### src/rtl/pipeline_ctrl_pkg.sv
// pipeline_ctrl_pkg: shared state encoding, opcodes and parameter limits for the stall/flush sequencer.
package pipeline_ctrl_pkg;
  typedef enum logic [2:0] {
    RUN        = 3'd0,
    LOAD_STALL = 3'd1,
    FLUSH      = 3'd2,
    MEM_WAIT   = 3'd3,
    HALTED     = 3'd4
  } state_t;
  localparam logic [3:0] OP_HALT = 4'b1111;
  localparam int FLUSH_MIN = 1;
  localparam int FLUSH_MAX = 3;
  localparam int TIMEOUT_MIN = 1;
  localparam int TIMEOUT_MAX = 255;
  localparam int TIMER_W = 8;
endpackage

### src/rtl/pipeline_control_sequencer_sat_counter.sv
// sat_counter: increment-by-one statistics counter that sticks at all-ones.
module sat_counter #(
  parameter int WIDTH = 16
) (
  input  logic             clock,
  input  logic             reset_n,
  input  logic             inc,
  output logic [WIDTH-1:0] count
);
  always_ff @(posedge clock or negedge reset_n)
    if (!reset_n) count <= '0;
    else if (inc && !(&count)) count <= count + 1'b1;
endmodule

### src/rtl/pipeline_control_sequencer.sv
// pipeline_control_sequencer: central stall/flush sequencer driving PC and pipeline-register enables.
module pipeline_control_sequencer
  import pipeline_ctrl_pkg::*;
#(
  parameter int CNT_W        = 16,
  parameter int FLUSH_CYCLES = 2,
  parameter int MEM_TIMEOUT  = 255
) (
  input  logic             clock,
  input  logic             reset_n,
  input  logic             load_use,
  input  logic             branch_taken,
  input  logic [3:0]       instop,
  input  logic             mem_req,
  input  logic             mem_ack,
  output logic             pc_write,
  output logic             ifid_write,
  output logic             ifid_flush,
  output logic             idex_flush,
  output logic             pipe_hold,
  output logic             halted,
  output logic             mem_timeout,
  output logic [CNT_W-1:0] stall_count,
  output logic [CNT_W-1:0] flush_count,
  output logic [2:0]       state
);
  if (FLUSH_CYCLES < FLUSH_MIN || FLUSH_CYCLES > FLUSH_MAX) begin : g_bad_flush
    $error("FLUSH_CYCLES out of range");
  end
  if (MEM_TIMEOUT < TIMEOUT_MIN || MEM_TIMEOUT > TIMEOUT_MAX) begin : g_bad_timeout
    $error("MEM_TIMEOUT out of range");
  end
  state_t st, nxt;
  logic [TIMER_W-1:0] timer, t_nxt;
  logic [1:0] fcnt, f_nxt;
  logic to_set, fl_inc, st_inc;
  always_comb begin
    pc_write = 1'b1;
    ifid_write = 1'b1;
    ifid_flush = 1'b0;
    idex_flush = 1'b0;
    pipe_hold = 1'b0;
    halted = 1'b0;
    nxt = st;
    t_nxt = timer;
    f_nxt = fcnt;
    to_set = 1'b0;
    fl_inc = 1'b0;
    if (st == HALTED) begin
      pc_write = 1'b0;
      ifid_write = 1'b0;
      pipe_hold = 1'b1;
      halted = 1'b1;
    end else if (st == MEM_WAIT) begin
      if (mem_ack) nxt = RUN;
      else begin
        pc_write = 1'b0;
        ifid_write = 1'b0;
        pipe_hold = 1'b1;
        t_nxt = timer + 1'b1;
        if (timer == TIMER_W'(MEM_TIMEOUT - 1)) begin
          nxt = HALTED;
          to_set = 1'b1;
        end
      end
    end else if (mem_req && !mem_ack) begin
      pc_write = 1'b0;
      ifid_write = 1'b0;
      pipe_hold = 1'b1;
      t_nxt = '0;
      nxt = MEM_WAIT;
    end else if (instop == OP_HALT) begin
      pc_write = 1'b0;
      ifid_flush = 1'b1;
      idex_flush = 1'b1;
      nxt = HALTED;
    end else if (branch_taken) begin
      ifid_flush = 1'b1;
      idex_flush = 1'b1;
      fl_inc = 1'b1;
      f_nxt = 2'(FLUSH_CYCLES - 1);
      nxt = FLUSH_CYCLES > 1 ? FLUSH : RUN;
    end else if (load_use && st == RUN) begin
      pc_write = 1'b0;
      ifid_write = 1'b0;
      idex_flush = 1'b1;
      nxt = LOAD_STALL;
    end else if (st == FLUSH) begin
      ifid_flush = 1'b1;
      f_nxt = fcnt - 1'b1;
      nxt = fcnt == 2'd1 ? RUN : FLUSH;
    end else nxt = RUN;
  end
  // the cycle that commits to HALTED is excluded from stall statistics
  assign st_inc = !pc_write && st != HALTED && nxt != HALTED;
  assign state = st;
  always_ff @(posedge clock or negedge reset_n)
    if (!reset_n) begin
      st <= RUN;
      timer <= '0;
      fcnt <= '0;
      mem_timeout <= 1'b0;
    end else begin
      st <= nxt;
      timer <= t_nxt;
      fcnt <= f_nxt;
      if (to_set) mem_timeout <= 1'b1;
    end
  sat_counter #(.WIDTH(CNT_W)) u_stall (.clock(clock), .reset_n(reset_n), .inc(st_inc), .count(stall_count));
  sat_counter #(.WIDTH(CNT_W)) u_flush (.clock(clock), .reset_n(reset_n), .inc(fl_inc), .count(flush_count));
endmodule

### config.mk
export PLATFORM = sky130hd
export DESIGN_NAME = pipeline_control_sequencer
export DESIGN_NICKNAME = d
export VERILOG_FILES = /design/src/rtl/pipeline_ctrl_pkg.sv /design/src/rtl/pipeline_control_sequencer_sat_counter.sv /design/src/rtl/pipeline_control_sequencer.sv
export SDC_FILE = /design/constraint.sdc
export NUM_CORES = 1
export LEC_CHECK = 0
export BUFFER_PORTS_ARGS = -buffer_cell sky130_fd_sc_hd__buf_2
export CAP_MARGIN = 20
export CORE_UTILIZATION = 45
export CTS_BUF_LIST = sky130_fd_sc_hd__clkbuf_8
export DETAILED_ROUTE_END_ITERATION = 8
export PLACE_DENSITY = 0.77
export SETUP_SLACK_MARGIN = 0.05
export SLEW_MARGIN = 20
export SYNTH_ARGS = -nofsm -noshare
export SYNTH_HDL_FRONTEND = slang
export SYNTH_HIERARCHICAL = 1
export SYNTH_SLANG_ARGS = --single-unit
### constraint.sdc
create_clock -name clock -period 2.75 [get_ports clock]
set_clock_uncertainty 0.2 [all_clocks]
set_input_delay 0.275 -clock clock [delete_from_list [all_inputs] [get_ports clock]]
set_output_delay 0.275 -clock clock [all_outputs]
set_load 0.05 [all_outputs]
==> flow_metrics.py <==
metrics = {
    "clock_network": {
        "clockRootBuffer": "clkbuf_8",
        "clk_lat_worst_skew_ns": 0.30,
        "number_of_buffers_inserted_during_clock_tree_synthesis": 5,
        "cts_num_sinks": 46,
        "clock_edge_transition_at_the_registers_on_the_reported_setup_and_hold_paths_ns": 0.08,
        "ctsHtreeMaxLevel": 2,
        "tritoncts_clock_tree": "built",
        "ctsLongestPathBuffers": 2,
    },
    "worst_setup_path": {
        "worstSetupEndpointType": "flip-flop",
        "timing.setup.critical_path_class": "reg -> reg",
        "worst_ep_required_time_ns": 2.77,
        "timing.critical_path.from": "state[1]$_DFF_PN0_",
        "register_to_register_path_setup_slack_ns": 0.18,
        "timing.critical_path.fanout_max": 14,
        "r2r-end": "u_flush/count[5]$_DFFE_PN0P_",
        "worst-endpoint-arrival_ns": 2.58,
        "worstSetupStartpointType": "flip-flop",
        "worst-r2r-cell-count": 7,
        "critical_path.reg2reg.startpoint": "state[1]$_DFF_PN0_",
    },
    "floorplanning": {
        "core_region_area_um2": 5640,
        "floorplan.die.width_um": 79.4,
        "die_height_um": 79.4,
        "row_count": 27,
        "floorplan.initialDensity": 0.478,
        "die_area_um2": 6300,
        "pin_count": 52,
    },
    "flow_run": {
        "max_cap_viols": 0,
    },
    "sta": {
        "period_minus_ws_final_ns": 2.57,
        "max_freq_mhz": 390,
        "timing.max_slew.rel_slack": 0.664,
        "report.final.setup_viol": 0,
        "number_of_endpoints_with_negative_hold_slack_in_the_final_report": 0,
        "tightestPinTransition_ns": 0.502,
        "maxSlewViolCount": 0,
        "rsz_0062_raised_after_global_routing": "true",
        "totalNegativeSetupSlack_ns": 0,
        "period_share": 0.934,
    },
    "layout": {
        "commonest_cells_after_routing_fill_and_taps_aside": "buf_2, dfrtp_1, nor2_1",
        "layoutNonFillerInstCount": 399,
        "antenna_cells_inserted": 0,
        "multiInputGateArea_um2": 1510,
        "final_layout_fill_cell_count": 483,
        "syn_to_final_growth_pct": 18.8,
        "most_frequent_standard_cell_in_the_layout_excluding_fill_and_tap_cells": "buf_2",
        "nets": 341,
        "ff_latch_area_um2": 1150,
        "layout-drive-gt1-share": 0.330,
    },
    "routing": {
        "final_antenna_net_count": 0,
        "wirelength_um": 5620,
        "dr.pass1.iters": 5,
        "detail_route.vias_per_cell": 5.63,
        "vias": 2246,
        "first_iter_violations": 87,
        "route.detailed.wl_per_inst_um": 14.1,
        "drt_drc_violations_left": 0,
    },
    "yosys": {
        "post_synth_num_cell_types": 65,
        "yosys_warnings": 6,
        "postSynth.asyncResetShare": 1.00,
        "edff_count_synth": 0,
        "avgSynthCellArea_um2": 10.1,
        "syn_inst": 266,
        "synth.ff_latch_count": 46,
        "syn-num-nets": 281,
        "synth.yosys.seq_area_share": 0.427,
        "mappedNetlistArea_um2": 2700,
        "top_ff_cell_synth": "dfrtp_1",
    },
    "power": {
        "power_density_nw_per_um2": 760,
        "net-switching-power_w": 0.00113,
        "total_internal_power_w": 0.00131,
        "p_leak_nw": 1.54,
        "power.clock.fraction": 0.171,
        "irDropWorstVdd_mv": 0.651,
        "pwr-share-seq": 0.417,
        "p_sw_frac": 0.463,
        "pwr-share-comb": 0.412,
    },
    "hold_path": {
        "min_to": "mem_timeout$_DFFE_PN0P_",
        "hold_path.class": "in -> reg",
        "min_delay_path_depth": 2,
        "worstHoldStart": "mem_ack",
    },
    "grt": {
        "globalRouteOverflowTotal": 0,
        "first_global_vias": 2103,
        "antenna_found_initial": 0,
        "global_route.usage.total": 0.189,
        "wire_length_of_the_first_global_routing_pass_um": 9480,
        "pin_count_of_the_biggest_net_entering_global_routing": 28,
    },
    "placement": {
        "dpl.cell_count": 387,
        "place.gp.congestion": 0.845,
        "io_buffers": 51,
        "place.detailed.hpwl_um": 4130,
    },
    "status": {
        "outcome": "finished, final reports clean",
    },
}
-- worst max-delay path by stage --
stage | to | slack, ns
floorplan | idex_flush | 0.03
global placement | u_stall/count[9]$_DFFE_PN0P_ | 0.24
detailed placement | u_stall/count[9]$_DFFE_PN0P_ | 0.14
CTS | u_stall/count[9]$_DFFE_PN0P_ | 0.13
global route | u_stall/count[9]$_DFFE_PN0P_ | 0.02
finish | u_flush/count[5]$_DFFE_PN0P_ | 0.18
-- registers in the layout, summed over array words and instances, names as in the netlist --
name           flops
u_flush/count     16
u_stall/count     16
timer              8
state              3
fcnt               2
mem_timeout        1
-- critical path, stage by stage, from the launching register on --
cell and delay, ns:
dfrtp_2 0.53, nor2_4 0.10, and2_1 0.26, nor4b_4 0.42, and3_2 0.23, nand3_1 0.24
nor3b_1 0.33, xor2_1 0.18
-- power groups by stage --
stage / sequential [W] / clock, W / combinational [W]
detailed placement: 0.00102 / 0 / 0.000991
CTS: 0.00100 / 0.000433 / 0.000995
finish: 0.00101 / 0.000416 / 0.00100
global route: 0.00104 / 0.000459 / 0.00108
floorplan: 0.00131 / 0 / 0.000453
global placement: 0.00101 / 0 / 0.000975
-- through the flow --
| stage | power, W | util | setup WS (ns) | hold slack, ns | instance area (um^2) |
|---|---|---|---|---|---|
| 2_1_floorplan | 0.00176 | - | 0.0332 | -0.221 | 2720 |
| 3_3_place_gp | 0.00199 | 0.544 | 0.245 | 0.0494 | 3070 |
| 3_5_place_dp | 0.00201 | 0.544 | 0.141 | 0.0542 | 3070 |
| 4_1_cts | 0.00243 | 0.562 | 0.126 | 0.0765 | 3170 |
| 5_1_grt | 0.00258 | 0.568 | 0.0191 | 0.0954 | 3200 |
| 6_report | 0.00243 | 0.568 | 0.183 | 0.0988 | 3200 |
-- routing by layer --
| metal | share of wire | vias up | wire (um) | global-route usage |
|---|---|---|---|---|
| met5 | 0 | - | 0 | 0 |
| met4 | 0.0085 | 0 | 48 | 0.0455 |
| met3 | 0.045 | 6 | 252 | 0.0377 |
| met2 | 0.49 | 56 | 2750 | 0.322 |
| met1 | 0.46 | 1081 | 2570 | 0.246 |
| li1 | - | 1103 | - | - |
-- logic make-up after synthesis --
group,share of synthesized area
adder cells (fa/ha/maj),0.0232
XOR/XNOR,0.0585
multiplexers,0.0251
AND/OR/NAND/NOR,0.293
flip-flops,0.427
AO/OA/AOI/OAI,0.149
buffers and inverters,0.0241
-- Yosys cell counts (3+ instances only) --
library cell / n / area, um^2
dfrtp_1: 46 / 1150
nor2_1: 24 / 90.1
a21oi_1: 18 / 90.1
nand2_1: 16 / 60.1
nand3_1: 15 / 75.1
o21ai_0: 12 / 60.1
xor2_1: 12 / 105
nor3_1: 9 / 45.0
nand4_1: 8 / 50.1
inv_1: 7 / 26.3
and3_1: 6 / 37.5
xnor2_1: 6 / 52.6
ha_1: 5 / 62.6
mux2_2: 5 / 56.3
and4_1: 4 / 35.0
nand2b_1: 4 / 25.0
a211oi_1: 3 / 22.5
a21oi_2: 3 / 26.3
a31oi_1: 3 / 18.8
and2_1: 3 / 18.8
buf_2: 3 / 15.0
nor4_2: 3 / 37.5
or3_2: 3 / 22.5
-- layout make-up --
class                           count  area share
Multi-Input combinational cell    206       0.473
Timing Repair Buffer               60       0.102
Clock inverter                      2     0.00274
Inverter                            7     0.00821
Tap cell                           72      0.0281
Sequential cell                    46       0.361
Clock buffer                        6      0.0258
-- timing repair --
| action | CTS | global route |
|---|---|---|
| setup buffers | 0 | 3 |
| resized for setup | 0 | 3 |
| endpoints found under the hold margin | 19 | 0 |
| setup endpoints to repair | 0 | 16 |
| hold buffers | 1 | 0 |
Note: power is estimated with default switching activity, not from simulation.
